`src/rtl/row_sched_pkg.sv`:
```
// Shared types and helpers for the C3SRAM row scheduler.
// Perf counters are built only when ROW_SCHED_PERF_EN is defined.
package row_sched_pkg;

   typedef enum logic {
      S_IDLE = 1'b0,
      S_WAIT = 1'b1
   } state_t;

   typedef enum logic {
      GNT_WRITE = 1'b0,
      GNT_READ  = 1'b1
   } gnt_t;

   localparam int PERF_CNT_W = 16;

   // Saturating increment for the performance counters.
   function automatic logic [PERF_CNT_W-1:0] sat_inc(input logic [PERF_CNT_W-1:0] v,
                                                     input logic en);
      if (en && (v != {PERF_CNT_W{1'b1}})) begin
         return v + PERF_CNT_W'(1);
      end else begin
         return v;
      end
   endfunction

endpackage

```
`src/rtl/row_sched_rr_arb.sv`:
```
// Two-requester round-robin arbiter (write vs read) with a last-grant register.
// On a conflict the requester that was not granted last time wins.
module row_sched_rr_arb
   import row_sched_pkg::*;
(
   input  logic clk,
   input  logic nrst,
   input  logic en,
   input  logic upd_en,
   input  logic req_wr,
   input  logic req_rd,
   output logic gnt_wr,
   output logic gnt_rd
);

   gnt_t last_gnt_r;

   // Grant selection, gated by the enable.
   always_comb begin
      gnt_wr = 1'b0;
      gnt_rd = 1'b0;
      if (en) begin
         if (req_wr && req_rd) begin
            if (last_gnt_r == GNT_WRITE) begin
               gnt_rd = 1'b1;
            end else begin
               gnt_wr = 1'b1;
            end
         end else begin
            gnt_wr = req_wr;
            gnt_rd = req_rd;
         end
      end else begin
         gnt_wr = 1'b0;
         gnt_rd = 1'b0;
      end
   end

   // Last-grant register; reset to WRITE so a read wins the first conflict.
   always_ff @(posedge clk or negedge nrst) begin
      if (!nrst) begin
         last_gnt_r <= GNT_WRITE;
      end else if (upd_en && gnt_wr) begin
         last_gnt_r <= GNT_WRITE;
      end else if (upd_en && gnt_rd) begin
         last_gnt_r <= GNT_READ;
      end
   end

endmodule

```
`src/rtl/c3sram_row_scheduler.sv`:
```
// Splits bulk load commands into per-row writes and arbitrates them against host reads
// toward the C3SRAM row controller. Optional perf counters: ROW_SCHED_PERF_EN.
module c3sram_row_scheduler
   import row_sched_pkg::*;
#(
   parameter int numRows = 8,
   parameter int numCols = 8,
   localparam int AW = (numRows > 1) ? $clog2(numRows) : 1,
   localparam int CW = $clog2(numRows + 1)
)(
   input  logic               clk,
   input  logic               nrst,
   input  logic               load_start_i,
   input  logic [AW-1:0]      load_base_i,
   input  logic [CW-1:0]      load_count_i,
   output logic               load_busy_o,
   output logic               load_done_o,
   input  logic               ld_valid_i,
   input  logic [numCols-1:0] ld_data_i,
   output logic               ld_ready_o,
   input  logic               rd_req_i,
   input  logic [AW-1:0]      rd_addr_i,
   output logic               rd_gnt_o,
   output logic               rd_done_o,
   output logic               ctl_write_o,
   output logic               ctl_read_o,
   output logic [AW-1:0]      ctl_addr_o,
   output logic [numCols-1:0] ctl_wr_data_o,
   input  logic               ctl_ready_i,
   input  logic               ctl_done_i
`ifdef ROW_SCHED_PERF_EN
   ,
   output logic [PERF_CNT_W-1:0] perf_wr_cnt_o,
   output logic [PERF_CNT_W-1:0] perf_rd_cnt_o,
   output logic [PERF_CNT_W-1:0] perf_rd_stall_o
`endif
);

   state_t        state_r;
   state_t        state_nxt_s;
   gnt_t          op_r;
   logic          busy_r;
   logic          done_r;
   logic [AW-1:0] addr_r;
   logic [CW-1:0] cnt_r;
   logic          arb_en_s;
   logic          gnt_wr_s;
   logic          gnt_rd_s;
   logic          wr_fin_s;
   logic          rd_fin_s;

   assign arb_en_s = (state_r == S_IDLE) && ctl_ready_i;
   assign wr_fin_s = (state_r == S_WAIT) && (op_r == GNT_WRITE) && ctl_done_i;
   assign rd_fin_s = (state_r == S_WAIT) && (op_r == GNT_READ) && ctl_done_i;

   row_sched_rr_arb u_arb (
      .clk    (clk),
      .nrst   (nrst),
      .en     (arb_en_s),
      .upd_en (arb_en_s),
      .req_wr (busy_r && ld_valid_i),
      .req_rd (rd_req_i),
      .gnt_wr (gnt_wr_s),
      .gnt_rd (gnt_rd_s)
   );

   assign load_busy_o = busy_r;
   assign load_done_o = done_r;
   assign rd_done_o   = rd_fin_s;

   // Strobes and address/data are combinational with the grant so the op issues this cycle.
   always_comb begin
      ctl_write_o   = 1'b0;
      ctl_read_o    = 1'b0;
      ld_ready_o    = 1'b0;
      rd_gnt_o      = 1'b0;
      ctl_addr_o    = {AW{1'b0}};
      ctl_wr_data_o = {numCols{1'b0}};
      case ({gnt_wr_s, gnt_rd_s})
         2'b10: begin
            ctl_write_o   = 1'b1;
            ld_ready_o    = 1'b1;
            ctl_addr_o    = addr_r;
            ctl_wr_data_o = ld_data_i;
         end
         2'b01: begin
            ctl_read_o = 1'b1;
            rd_gnt_o   = 1'b1;
            ctl_addr_o = rd_addr_i;
         end
         default: begin
            ctl_write_o = 1'b0;
            ctl_read_o  = 1'b0;
         end
      endcase
   end

   // Next-state logic: one op in flight until the controller reports done.
   always_comb begin
      state_nxt_s = state_r;
      case (state_r)
         S_IDLE: begin
            if (gnt_wr_s || gnt_rd_s) begin
               state_nxt_s = S_WAIT;
            end else begin
               state_nxt_s = S_IDLE;
            end
         end
         S_WAIT: begin
            if (ctl_done_i) begin
               state_nxt_s = S_IDLE;
            end else begin
               state_nxt_s = S_WAIT;
            end
         end
         default: state_nxt_s = S_IDLE;
      endcase
   end

   // State register and the kind of op currently in flight.
   always_ff @(posedge clk or negedge nrst) begin
      if (!nrst) begin
         state_r <= S_IDLE;
         op_r    <= GNT_WRITE;
      end else begin
         state_r <= state_nxt_s;
         if (gnt_rd_s) begin
            op_r <= GNT_READ;
         end else if (gnt_wr_s) begin
            op_r <= GNT_WRITE;
         end
      end
   end

   // Load command tracking: next row address (wrapping), rows remaining, busy and done.
   always_ff @(posedge clk or negedge nrst) begin
      if (!nrst) begin
         busy_r <= 1'b0;
         done_r <= 1'b0;
         addr_r <= {AW{1'b0}};
         cnt_r  <= {CW{1'b0}};
      end else begin
         done_r <= 1'b0;
         if (wr_fin_s) begin
            cnt_r  <= cnt_r - CW'(1);
            addr_r <= (addr_r == AW'(numRows - 1)) ? {AW{1'b0}} : addr_r + AW'(1);
            if (cnt_r == CW'(1)) begin
               busy_r <= 1'b0;
               done_r <= 1'b1;
            end
         end else if (load_start_i && !busy_r) begin
            if (load_count_i == {CW{1'b0}}) begin
               done_r <= 1'b1;
            end else begin
               busy_r <= 1'b1;
               addr_r <= load_base_i;
               cnt_r  <= load_count_i;
            end
         end
      end
   end

`ifdef ROW_SCHED_PERF_EN
   logic [PERF_CNT_W-1:0] perf_wr_r;
   logic [PERF_CNT_W-1:0] perf_rd_r;
   logic [PERF_CNT_W-1:0] perf_st_r;

   // Saturating completion and read-stall counters.
   always_ff @(posedge clk or negedge nrst) begin
      if (!nrst) begin
         perf_wr_r <= {PERF_CNT_W{1'b0}};
         perf_rd_r <= {PERF_CNT_W{1'b0}};
         perf_st_r <= {PERF_CNT_W{1'b0}};
      end else begin
         perf_wr_r <= sat_inc(perf_wr_r, wr_fin_s);
         perf_rd_r <= sat_inc(perf_rd_r, rd_fin_s);
         perf_st_r <= sat_inc(perf_st_r, rd_req_i && !gnt_rd_s);
      end
   end

   assign perf_wr_cnt_o   = perf_wr_r;
   assign perf_rd_cnt_o   = perf_rd_r;
   assign perf_rd_stall_o = perf_st_r;
`endif

endmodule
```
`config.mk`:
```
export PLATFORM = sky130hd
export DESIGN_NAME = c3sram_row_scheduler
export DESIGN_NICKNAME = d
export VERILOG_FILES = /design/src/rtl/row_sched_pkg.sv /design/src/rtl/row_sched_rr_arb.sv /design/src/rtl/c3sram_row_scheduler.sv
export SDC_FILE = /design/constraint.sdc
export NUM_CORES = 1
export LEC_CHECK = 0
export BUFFER_PORTS_ARGS = -buffer_cell sky130_fd_sc_hd__buf_4
export CAP_MARGIN = 15
export CORE_MARGIN = 2
export CORE_UTILIZATION = 44
export DETAILED_ROUTE_END_ITERATION = 16
export GPL_TIMING_DRIVEN = 0
export PLACE_DENSITY_LB_ADDON = 0.25
export SLEW_MARGIN = 20
export SYNTH_ARGS = -nofsm -noshare
export SYNTH_HDL_FRONTEND = slang
export SYNTH_SLANG_ARGS = --single-unit
```
`constraint.sdc`:
```
create_clock -name clk -period 2.1 [get_ports clk]
set_input_delay 0.315 -clock clk [delete_from_list [all_inputs] [get_ports clk]]
set_output_delay 0.315 -clock clk [all_outputs]
set_load 0.01 [all_outputs]
```
Yosys cells after proc, flatten, opt, wreduce, memory -nomap -nowiden
Cells that the tools add are included.
Widths: inputs -> output; s select.
Word-level totals
  flip-flop bits (word level): 12
  bits in latches: 0
  memory bits (writable): 0
  ROM bits: 0
  word-level logic and storage cells: 67
  memories: 0
Operators by class
  $add $sub $neg: 2
  multiply operators: 0
  div/mod/pow operators: 0
  magnitude comparators: 0
  equal/unequal tests: 6
  shifts and indexed selects: 0
  mux-type cells: 32
  bitwise gates (word level): 2
  reductions and logical operators: 18
Operator list (number)
  $mux 1: 22
  $mux 3: 4
  $mux 4: 3
  $logic_and 1x1->1: 10
  $mux 8: 1
  $pmux 3 s2: 1
  $reduce_bool 2->1: 3
  $eq 4x1->1 const B: 1
  $logic_not 4->1: 1
  $sub 4x1->4 const B: 1
  $add 3x1->3 const B: 1
  $eq 3x3->1 const B: 1
  $reduce_and 3->1: 1
  $eq 2x1->1 const B: 1
  $eq 2x2->1 const B: 1
  $ne 2x1->1 const B: 1
  $ne 2x2->1 const B: 1
  $not 1->1: 2
  $pmux 1 s2: 1
  $reduce_and 2->1: 1
  $logic_not 1->1: 1
  $logic_or 1x1->1: 1

Logic depth before layout (Yosys ltp)
  depth in word-level cells: 7
  mapped depth: 6
  gate-level depth less buffers: 6

By module
From an unflattened synthesis, not the netlist that was laid out.
Unflattened totals
  cell total of the unflattened synthesis: 93
  area, all modules: 843.3 µm²
Modules (own cells, without submodules)
  c3sram_row_scheduler: instances 1, cells each 85, area each 782.0 µm², sequential area each 275.3 µm²
  row_sched_rr_arb: instances 1, cells each 8, area each 61.3 µm², sequential area each 25.0 µm²

Least setup slack after synthesis
No wires, ideal clock.
  path type: register -> output
  from: register state_r
  to: output ctl_addr_o[2]
  arrival: 1.573 ns
  data required time: 1.785 ns
  setup slack: 0.212 ns
  stages on the path, launching flop included: 7
  buffers on the path: 1
  cells stage by stage: dfrtp_1 -> nor2b_1 -> o2111a_1 -> ha_1 -> clkbuf_1 -> a22oi_1 -> nor2b_1
Between the ends
  cells in the longest elaborated chain, start to end: 5
RTL lines
  start, declared: RTL line c3sram_row_scheduler.sv:39  | state_t state_r;
  start signal, assigned: RTL line c3sram_row_scheduler.sv:126  | state_r <= state_nxt_s;
  $not 1->1 (*)
  $logic_and 1x1->1 (*): RTL line c3sram_row_scheduler.sv:52  | assign arb_en_s = (state_r == S_IDLE) && ctl_ready_i;
  $mux 1: RTL line row_sched_rr_arb.sv:22  | if (en) begin
  $eq 2x1->1 or $eq 2x2->1 (tied branches): RTL line c3sram_row_scheduler.sv:79  | case ({gnt_wr_s, gnt_rd_s})
  $pmux 3 s2 (*): RTL line c3sram_row_scheduler.sv:79
  end, declared: RTL line c3sram_row_scheduler.sv:27  | output logic [AW-1:0] ctl_addr_o,
Every way passes the cells marked *; elsewhere a longest branch is shown, timed or not.

Worst setup path after layout
  from: register state_r
  to: output ctl_addr_o[1]
Same word-level chain as after synthesis.

==> impl_metrics.json <==
{
  "min_to": "state_r",
  "grt_first_pass_wirelength_um": 3660,
  "rr_startpoint": "state_r",
  "htreeDepth": 1,
  "std_cell_rows": 15,
  "final_core_util_pct": 76.1,
  "synth_area_per_cell_um2": 9.04,
  "rr_worst_depth": 5,
  "drt-met1-wl_um": 994,
  "cts_sinks": 12,
  "whs_path_depth": 2,
  "synth_enable_flop_cells": 0,
  "core_um2": 1760,
  "dp_slack_ns": -0.0377,
  "dp_hpwl_um": 1790,
  "synth_most_common_cell": "dfrtp_1",
  "routabilityCongestion": 0.770,
  "grt_max_degree": 13,
  "cp_max_fo": 4,
  "viasPerCell": 5.30,
  "synth_top_area_share_pct": 35.7,
  "hp-class": "in2reg",
  "overflow": 0,
  "antenna_left": 0,
  "tns_ns": 0,
  "synth_area_leader_cell": "dfrtp_1",
  "synth_area_leaders": "dfrtp_1 (36%), ha_1 (12%), and2_1 (6.0%)",
  "worstPathArrival_ns": 1.77,
  "syn_inst": 93,
  "path_class": "reg2out",
  "r2r-end": "cnt_r[3]",
  "tightestPinTransition_ns": 0.518,
  "synthArstFlopShare_pct": 100,
  "fin_worst_skew_ns": 0.00183,
  "met2WireLength_um": 1410,
  "post-route-drc-count": 0,
  "n_antenna_cell": 0,
  "die-area_um2": 2280,
  "cts_root_buffer": "clkbuf_4",
  "fin_ws_ns": 0.0132,
  "grtUsageTotal_pct": 23.2,
  "ys_ff_latch": 12,
  "avgRoutedWirePerCell_um": 15.0,
  "holdCritStartpoint": "ctl_done_i",
  "firstDrtPassIters": 4,
  "clk_pin_slew_ns": 0.07,
  "synth_cell_types": 30,
  "synthFlopType": "dfrtp_1",
  "ir_worst_vdd_v": 0.000791,
  "syn-cell-area_um2": 841,
  "power.density_nw_per_um2": 942,
  "rsz0062_at_grt": "true",
  "start_util_pct": 47.7,
  "wl_met3_um": 97,
  "cp-start-kind": "flop",
  "finalNetCount": 177,
  "vias": 891,
  "clk_latency_ns": 0.29,
  "cp-end-kind": "output port",
  "highest_layer": "met4",
  "ys_seq_area_share_pct": 35.7,
  "ios": 43,
  "p_leak_nw": 0.629,
  "routed_wl_um": 2520,
  "die_w_um": 47.7,
  "antenna_found_initial": 0,
  "status": "finished clean",
  "syn2layout_area_growth_pct": 59.7,
  "die_height_um": 47.7,
  "synth_common_cells": "dfrtp_1 (12), and2_1 (8), ha_1 (8), o21ai_0 (7), inv_1 (6)",
  "max-slew-margin-rel_pct": 65.2,
  "cts_tree": "done",
  "drv_cap": 0,
  "fin_crit_sh_pct": 99.4,
  "finalSetupViolCount": 0,
  "ys_warn_count": 0,
  "rrSetupSlack_ns": 0.54,
  "portBuffers": 42,
  "max_freq_mhz": 479,
  "grt_pass1_vias": 856,
  "synth_nets": 126,
  "drive_gt1_share_pct": 47.6,
  "required_ns": 1.78,
  "total_power_w": 0.00126,
  "clockBufferDepth": 2,
  "fillers": 145,
  "cts_made_buffers": 3,
  "period_needed_ns": 2.09,
  "final_hold_viol_count": 0,
  "drtIter0Drc": 12,
  "drv_slew": 0
}
[layer usage]
| metal | global-route usage (%) | vias up |
|---|---|---|
| met1 | 27.6 | 425 |
| met3 | 6.79 | 3 |
| met2 | 41.3 | 28 |
| li1 | - | 435 |
| met4 | 4.86 | 0 |
| met5 | 0 | - |
[layout make-up]
cell class                      instances  area [µm²]  area share, %
Buffer                                  6        42.5           3.17
Clock buffer                            4        36.3           2.70
Inverter                                6        25.0           1.86
Multi-Input combinational cell         69         558           41.6
Sequential cell                        12         302           22.5
Tap cell                               25        31.3           2.33
Timing Repair Buffer                   46         348           25.9
[stage by stage]
stage,hold WS [ns],std cells,cell area [µm²]
after detailed placement,0.165,160,1190
final,0.231,168,1340
after CTS,0.212,168,1290
after global routing,0.231,168,1340
after global placement,0.165,160,1190
after floorplan,0.0194,93,841
[worst max-delay path by stage]
stage                     startpoint  cells past startpoint            end  slack (ns)
final                        state_r                      7  ctl_addr_o[1]        0.01
after global routing         state_r                      7  ctl_addr_o[1]       -0.06
after CTS                    state_r                      7  ctl_addr_o[1]       -0.01
after detailed placement     state_r                      7  ctl_addr_o[2]       -0.04
after global placement       state_r                      7  ctl_addr_o[2]        0.08
after floorplan              state_r                      6  ctl_addr_o[2]        0.21
[cells in the final DEF (no fill, tap or decap), types with 2 or more instances in the layout]
| master | Yosys | final |
|---|---|---|
| a21oi_1 | 5 | 5 |
| a22oi_2 | 0 | 3 |
| a31oi_1 | 2 | 2 |
| and2_1 | 8 | 8 |
| buf_4 | 2 | 47 |
| clkbuf_1 | 3 | 2 |
| clkbuf_4 | 0 | 3 |
| dfrtp_1 | 12 | 11 |
| ha_1 | 8 | 4 |
| ha_4 | 0 | 3 |
| inv_1 | 6 | 5 |
| nand3_1 | 5 | 4 |
| nor2_1 | 4 | 4 |
| nor2b_1 | 5 | 3 |
| o211ai_1 | 3 | 3 |
| o21ai_0 | 7 | 7 |
| o311ai_0 | 2 | 2 |
| or3_1 | 3 | 3 |
[critical path, stage by stage, from the launching register on]
cell and delay (ns):
dfrtp_1 0.41, nor2b_4 0.16, o2111a_2 0.30, inv_4 0.07
ha_4 0.18, a22oi_2 0.16, nor2b_1 0.06, buf_4 0.14
[where the power goes]
| group | leakage [nW] | switching, W | internal [W] |
|---|---|---|---|
| Clock | 0.0210 | 0.0000829 | 0.000106 |
| Sequential | 0.144 | 0.000104 | 0.000337 |
| Combinational | 0.464 | 0.000309 | 0.000326 |
[repair_timing]
item,4_1_cts,5_1_grt
pin swaps,1,2
resized for setup,9,12
hold endpoints to repair,12,0
gates cloned,0,0
endpoints found under the setup margin,12,11
buffers inserted,3,0
hold buffers,1,0
[flip-flops by register name (all words and copies together) (netlist names)]
signal,cells
load_busy_o,1
state_r,1
op_r,1
load_done_o,1
cnt_r,4
u_arb.last_gnt_r,1
addr_r,3
[logic make-up (layout without fill, tap and decap cells)]
group,Yosys count,after routing,synth area share [%]
compound gates,26,26,20.1
fa+ha+maj,8,8,11.9
buf+inv,12,62,6.40
mux,1,1,1.19
simple gates,34,34,24.7
flops,12,12,35.7
(Power assumes the default switching activity.)
